## config.mk

```make
export PLATFORM = sky130hd
export DESIGN_NAME = serial_sub_nbit
export DESIGN_NICKNAME = d
export VERILOG_FILES = /design/src/rtl/serial_sub_nbit.sv
export SDC_FILE = /design/constraint.sdc
export NUM_CORES = 1
export LEC_CHECK = 0
export CAP_MARGIN = 20
export CORE_MARGIN = 2
export CORE_UTILIZATION = 55
export CTS_CLUSTER_SIZE = 40
export DETAILED_ROUTE_END_ITERATION = 12
export GPL_TIMING_DRIVEN = 0
export PLACE_DENSITY = 0.9
export SLEW_MARGIN = 20
export SYNTH_ARGS = -nofsm -noshare
export SYNTH_HDL_FRONTEND = slang
export SYNTH_SLANG_ARGS = --single-unit
```

## constraint.sdc

```tcl
create_clock -name clk -period 3.2 [get_ports clk]
set_clock_uncertainty 0.2 [all_clocks]
set_input_delay 0.8 -clock clk [delete_from_list [all_inputs] [get_ports clk]]
set_output_delay 0.8 -clock clk [all_outputs]
set_load 0.1 [all_outputs]
```

## src/rtl/serial_sub_nbit.sv

```systemverilog
// Multi-cycle N-bit subtractor: d = a - b - bin, STEP bits per clock, LSB chunk first,
// with a start/busy/done handshake and unsigned borrow-out / signed overflow flags.
module serial_sub_nbit #(
    parameter int WIDTH = 8,
    parameter int STEP  = 1
) (
    input  logic             clk,
    input  logic             rst,
    input  logic             start,
    input  logic [WIDTH-1:0] a,
    input  logic [WIDTH-1:0] b,
    input  logic             bin,
    output logic             busy,
    output logic             done,
    output logic [WIDTH-1:0] d,
    output logic             bout,
    output logic             ovf
);

    localparam int N     = WIDTH / STEP;
    localparam int CNT_W = (N > 1) ? $clog2(N) : 1;

    if (WIDTH < 2 || STEP < 1 || (WIDTH % STEP) != 0) begin : g_bad_params
        $error("serial_sub_nbit: WIDTH must be >= 2 and a multiple of STEP >= 1");
    end

    typedef enum logic [1:0] {IDLE, RUN, DONE} state_t;

    state_t             state, state_nxt;
    logic [CNT_W-1:0]   cnt;
    logic [WIDTH-1:0]   a_sh, b_sh, res, res_nxt;
    logic               brw;
    logic [STEP-1:0]    chunk;
    logic [STEP:0]      chain;
    logic               last, load;

    // Bit-serial ripple across one chunk; chain[k] is the borrow into bit k of the chunk.
    always_comb begin
        chain[0] = brw;
        chunk    = '0;
        for (int k = 0; k < STEP; k++) begin
            chunk[k]     = a_sh[k] ^ b_sh[k] ^ chain[k];
            chain[k+1]   = (~a_sh[k] & b_sh[k]) | (~(a_sh[k] ^ b_sh[k]) & chain[k]);
        end
    end

    // The new chunk enters at the top so the LSB chunk ends up at bit 0 after N shifts.
    assign res_nxt = (res >> STEP) | (WIDTH'(chunk) << (WIDTH - STEP));
    assign last    = (cnt == CNT_W'(N - 1));
    assign load    = start && (state == IDLE || state == DONE);

    // NOTE: every output of this block gets a default first so no latch is inferred.
    always_comb begin
        state_nxt = state;
        busy      = 1'b0;
        done      = 1'b0;
        case (state)
            IDLE: if (start) state_nxt = RUN;
            RUN: begin
                busy = 1'b1;
                if (last) state_nxt = DONE;
            end
            DONE: begin
                done      = 1'b1;
                state_nxt = start ? RUN : IDLE;
            end
            default: state_nxt = IDLE;
        endcase
    end

    // NOTE: state is updated with non-blocking assignments so all registers see pre-edge values.
    always_ff @(posedge clk or posedge rst) begin
        if (rst) begin
            state <= IDLE;
            cnt   <= '0;
            a_sh  <= '0;
            b_sh  <= '0;
            res   <= '0;
            brw   <= 1'b0;
            d     <= '0;
            bout  <= 1'b0;
            ovf   <= 1'b0;
        end else begin
            state <= state_nxt;
            if (load) begin
                a_sh <= a;
                b_sh <= b;
                brw  <= bin;
                cnt  <= '0;
                res  <= '0;
            end else if (state == RUN) begin
                a_sh <= a_sh >> STEP;
                b_sh <= b_sh >> STEP;
                brw  <= chain[STEP];
                res  <= res_nxt;
                cnt  <= cnt + CNT_W'(1);
                // Final chunk holds the MSB: its borrow-in and borrow-out give overflow.
                if (last) begin
                    d    <= res_nxt;
                    bout <= chain[STEP];
                    ovf  <= chain[STEP] ^ chain[STEP-1];
                end
            end
        end
    end

endmodule

```

Word level (Yosys, flattened, before mapping):

Index checks and enable logic that the tools add are counted.

* flip-flop bits (word level): 40
* bits of input ports: 20
* output and inout bits: 12
* logic and storage cells: 47

* add/sub/neg operators: 1
* equality and inequality tests: 5
* multiplexer cells: 16
* bitwise logic cells: 10
* reductions and logical operators: 6

Operators with widths (count)
* two-way mux 8 bit: 6
* bitwise OR 7 x 8 -> 8 bit: 1
* two-way mux 3 bit: 2
* case mux 2 bit (3 select lines): 1
* two-way mux 1 bit: 5
* two-way mux 2 bit: 2
* != test 2 bit (second input constant): 2
* adder 3 x 1 -> 3 bit (second input constant): 1
* == test 3 bit (second input constant): 1
* NOT 1 bit: 3
* AND reduction 3 bit: 1
* XOR 1 bit: 3
* bitwise AND 1 bit: 2
* == test 2 x 1 -> 1 bit (second input constant): 1
* == test 2 bit (second input constant): 1
* zero test 2 bit: 1
* AND reduction 2 bit: 1
* nonzero test 2 bit: 1
* logical AND 1 bit: 1
* logical OR 1 bit: 1
* bitwise OR 1 bit: 1

Logic depth before layout (Yosys ltp):

* word-level depth: 6
* depth in mapped cells: 6
* gate-level depth less buffers: 5

Least setup slack after synthesis:

Ideal clock, no wire load.

* path type: reg-to-output
* start: reg state[0]
* end: out done
* arrival time: 1119 ps
* required time: 2200 ps
* path slack: 1081 ps
* stages on the path, launching flop included: 3
* cells stage by stage: dfrtp_1 -> buf_6 -> and2b_2

* cells in the longest elaborated chain, start to end: 2

RTL lines
* start, declared: RTL line 29 `state_t state, state_nxt;`
* start signal, assigned: RTL line 84 `state <= state_nxt;`
* == test 2 bit: RTL line 57 `case (state)`
* two-way mux 1 bit: RTL line 57
* end, declared: RTL line 14 `output logic done,`

No other way between the ends.

Final worst setup path:

Same ends and word-level chain as after synthesis.

==> impl_metrics.prom <==
# TYPE chip_impl_metric gauge
chip_impl_info{name="critPathKind",value="register to output pin"} 1
chip_impl_metric{name="clock_insertion_delay_worst_skew",unit="ns"} 0.35
chip_impl_metric{name="post-dp-hpwl",unit="mm"} 2.45
chip_impl_metric{name="setup.reg_to_reg.worst_slack",unit="ns"} 1.44
chip_impl_info{name="worst_hold_path.endpoint",value="ovf"} 1
chip_impl_info{name="startpoint_type",value="register"} 1
chip_impl_metric{name="ctsHoldBuffers",unit=""} 0
chip_impl_metric{name="worstRegToRegCells",unit=""} 5
chip_impl_metric{name="fmax",unit="GHz"} 0.331
chip_impl_metric{name="final_max_slew_viol_count",unit=""} 0
chip_impl_metric{name="maxSlewHeadroom",unit=""} 0.350
chip_impl_metric{name="synth.distinct_cells",unit=""} 29
chip_impl_metric{name="finalCritPeriodShare",unit=""} 0.945
chip_impl_metric{name="cts.sink_count",unit=""} 39
chip_impl_metric{name="post_synth_inst_count",unit=""} 139
chip_impl_metric{name="dr.first_iter.drc_count",unit=""} 32
chip_impl_metric{name="async_flop_share",unit=""} 1.00
chip_impl_info{name="worst_hold_startpoint",value="ovf"} 1
chip_impl_metric{name="worst_pin_slew",unit="ns"} 0.972
chip_impl_metric{name="place_congestion",unit=""} 0.857
chip_impl_metric{name="synth_enable_flop_cells",unit=""} 0
chip_impl_metric{name="drt-total-wl",unit="mm"} 3.35
chip_impl_metric{name="floorplan.initialDensity",unit=""} 0.574
chip_impl_metric{name="remaining_drc_errors",unit=""} 0
chip_impl_metric{name="crit_path_max_fanout",unit=""} 10
chip_impl_metric{name="post-synth-top-area-fraction",unit=""} 0.562
chip_impl_metric{name="grt_pass1_vias",unit=""} 1189
chip_impl_info{name="timing.hold.worst.class",value="register to register"} 1
chip_impl_info{name="synth_most_common_cell",value="sky130_fd_sc_hd__dfrtp_1"} 1
chip_impl_metric{name="post-route-util",unit=""} 0.717
chip_impl_metric{name="antenna-diode-count",unit=""} 0
chip_impl_metric{name="initial_antenna_violation_count",unit=""} 0
chip_impl_metric{name="vias",unit=""} 1215
chip_impl_info{name="synthTopCellsByCount",value="39 x sky130_fd_sc_hd__dfrtp_1, 13 x sky130_fd_sc_hd__nor2_1, 11 x sky130_fd_sc_hd__nor3_1, 11 x sky130_fd_sc_hd__o22ai_1, 10 x sky130_fd_sc_hd__a22o_1"} 1
chip_impl_metric{name="synth_seq_area_share",unit=""} 0.562
chip_impl_metric{name="core.rowCount",unit=""} 20
chip_impl_info{name="r2r-end",value="d[2]"} 1
chip_impl_metric{name="tritoncts_buffers",unit=""} 5
chip_impl_info{name="outcome",value="finished clean"} 1
chip_impl_metric{name="required_time_at_the_endpoint_of_the_critical_path",unit="ns"} 2.20
chip_impl_info{name="rsz_0062_raised_after_global_routing",value="no"} 1
chip_impl_info{name="synth_flop_cell",value="sky130_fd_sc_hd__dfrtp_1"} 1
chip_impl_metric{name="syn2layout_area_growth",unit="%"} 25.1
chip_impl_info{name="r2r-start",value="cnt[0]"} 1
chip_impl_metric{name="grt_first_pass_wirelength",unit="mm"} 5.55
chip_impl_metric{name="synth_seq_cells",unit=""} 39
chip_impl_metric{name="pre_cts_ws",unit="ns"} 0.130
chip_impl_metric{name="ctsHtreeMaxLevel",unit=""} 2
chip_impl_metric{name="firstDrtPassIters",unit=""} 4
chip_impl_metric{name="avgViaCountPerCell",unit=""} 5.50
chip_impl_metric{name="chip_height",unit="microns"} 60.2
chip_impl_metric{name="clock_pin_slew_on_the_worst_setup_and_hold_paths",unit="ns"} 0.11
chip_impl_metric{name="finalHoldViolCount",unit=""} 0
chip_impl_metric{name="setup-tns-final",unit="ns"} 0
chip_impl_metric{name="routedWlPerCell",unit="microns"} 15.1
chip_impl_metric{name="layout.nets",unit=""} 199
chip_impl_metric{name="max_cap_viol_count",unit=""} 0
chip_impl_metric{name="antenna_violating_nets_post_route",unit=""} 0
chip_impl_metric{name="pin_count_of_the_biggest_net_entering_global_routing",unit=""} 40
chip_impl_metric{name="syn-mean-instance-area",unit="sq um"} 12.5
chip_impl_info{name="synthTopCellsByArea",value="sky130_fd_sc_hd__dfrtp_1 56%, sky130_fd_sc_hd__mux2_2 5.8%, sky130_fd_sc_hd__a22o_1 5.0%"} 1
chip_impl_info{name="cts_tree",value="done"} 1
chip_impl_metric{name="port_buffers",unit=""} 30
chip_impl_info{name="worstSetupEndpointType",value="output pin"} 1
chip_impl_metric{name="core_area",unit="sq mm"} 0.00303
chip_impl_metric{name="overflow",unit=""} 0
chip_impl_metric{name="data_arrival_time_of_the_critical_path",unit="ns"} 2.02
chip_impl_metric{name="drive_gt1_frac",unit=""} 0.209
chip_impl_metric{name="grt.total_usage",unit=""} 0.210
chip_impl_metric{name="io-pin-count",unit=""} 32
chip_impl_metric{name="post_synth_instance_area",unit="sq mm"} 0.00174
chip_impl_metric{name="timing.final.ws_setup",unit="ns"} 0.175
chip_impl_metric{name="yosysWarnings",unit=""} 0
chip_impl_info{name="cell_taking_the_most_area_after_synthesis",value="sky130_fd_sc_hd__dfrtp_1"} 1
chip_impl_metric{name="die_width",unit="microns"} 60.2
chip_impl_metric{name="finalCriticalPeriod",unit="ns"} 3.02
chip_impl_metric{name="setup_viol",unit=""} 0
chip_impl_metric{name="synth_nets",unit=""} 162
chip_impl_metric{name="hold-path-cell-count",unit=""} 2
chip_impl_metric{name="die_area",unit="sq mm"} 0.00362
chip_impl_metric{name="max-clock-path-buffers",unit=""} 2
chip_impl_info{name="cts.root.buffer_cell",value="sky130_fd_sc_hd__clkbuf_4"} 1
## layer usage
metal,part of all wire,vias to the layer above,track usage
met4,0.016,0,0.0698
li1,-,570,-
met1,0.43,601,0.269
met3,0.049,8,0.0671
met5,0,-,0
met2,0.50,36,0.335
## cell usage in the layout (no fill, tap or decap), types with 2 or more instances in the layout
cell and instances:
sky130_fd_sc_hd__clkdlybuf4s50_1 28, sky130_fd_sc_hd__a211oi_1 3, sky130_fd_sc_hd__mux2i_1 3, sky130_fd_sc_hd__nor2b_1 3, sky130_fd_sc_hd__o22ai_1 11, sky130_fd_sc_hd__nor2_1 13, sky130_fd_sc_hd__inv_2 2, sky130_fd_sc_hd__mux2_2 9
sky130_fd_sc_hd__a21oi_1 3, sky130_fd_sc_hd__nand2_1 2, sky130_fd_sc_hd__ha_1 2, sky130_fd_sc_hd__a22o_1 10, sky130_fd_sc_hd__dfrtp_1 39, sky130_fd_sc_hd__buf_6 7, sky130_fd_sc_hd__clkbuf_4 5, sky130_fd_sc_hd__o21ai_0 4
sky130_fd_sc_hd__nand2b_4 2, sky130_fd_sc_hd__nor3_1 11, sky130_fd_sc_hd__inv_1 3
## what timing repair did
action | in CTS | in global routing
gates resized for setup | 2 | 2
gates cloned | 0 | 0
setup endpoints to repair | 2 | 1
setup buffers | 0 | 0
## area by class of cell
class	instances	area [sq um]
Clock buffer	6	51.3
Inverter	5	18.8
Fill cell	227	856
Tap cell	44	55.1
Sequential cell	39	976
Multi-Input combinational cell	85	631
Timing Repair Buffer	30	294
Buffer	10	111
Clock inverter	2	35.0
## metrics by stage
step	hold WS, ns	cells	area (sq um)
after floorplan	0.263	139	1740
after global placement	0.259	213	2090
after detailed placement	0.270	213	2090
after CTS	0.295	221	2180
after global routing	0.329	221	2170
final	0.287	221	2170
## worst max-delay path by stage
stage	slack (ns)	endpoint	from	cells after the start
after floorplan	1.08	done	state[0]	2
after global placement	0.15	busy	state[1]	5
after detailed placement	0.13	busy	state[1]	5
after CTS	0.01	busy	state[1]	5
after global routing	0.11	done	state[0]	3
final	0.18	done	state[0]	3
## cell families after synthesis
logic type	after synthesis	share of synthesized area
AOI/OAI and AO/OA	33	0.134
xor gates and xnor gates	1	0.00504
adders and majority gates	3	0.0259
buffers and inverters	15	0.0749
DFF	39	0.562
muxes	12	0.0757
and+or+nand+nor	36	0.122
## flip-flops by register name, indices dropped and copies added (netlist names)
signal,flops
a_sh,8
b_sh,8
bout,1
brw,1
cnt,3
d,8
ovf,1
res,7
state,2
## worst max-delay path, cell delays in order, from the launching register on
cell                            delay [ns]
sky130_fd_sc_hd__dfrtp_1              0.48
sky130_fd_sc_hd__buf_6                0.17
sky130_fd_sc_hd__and2b_2              0.19
sky130_fd_sc_hd__dlygate4sd2_1        0.84
Power is left out: the tool's default activity adds up to more than one toggle a clock period on the data nets, which glitch-free logic cannot reach.
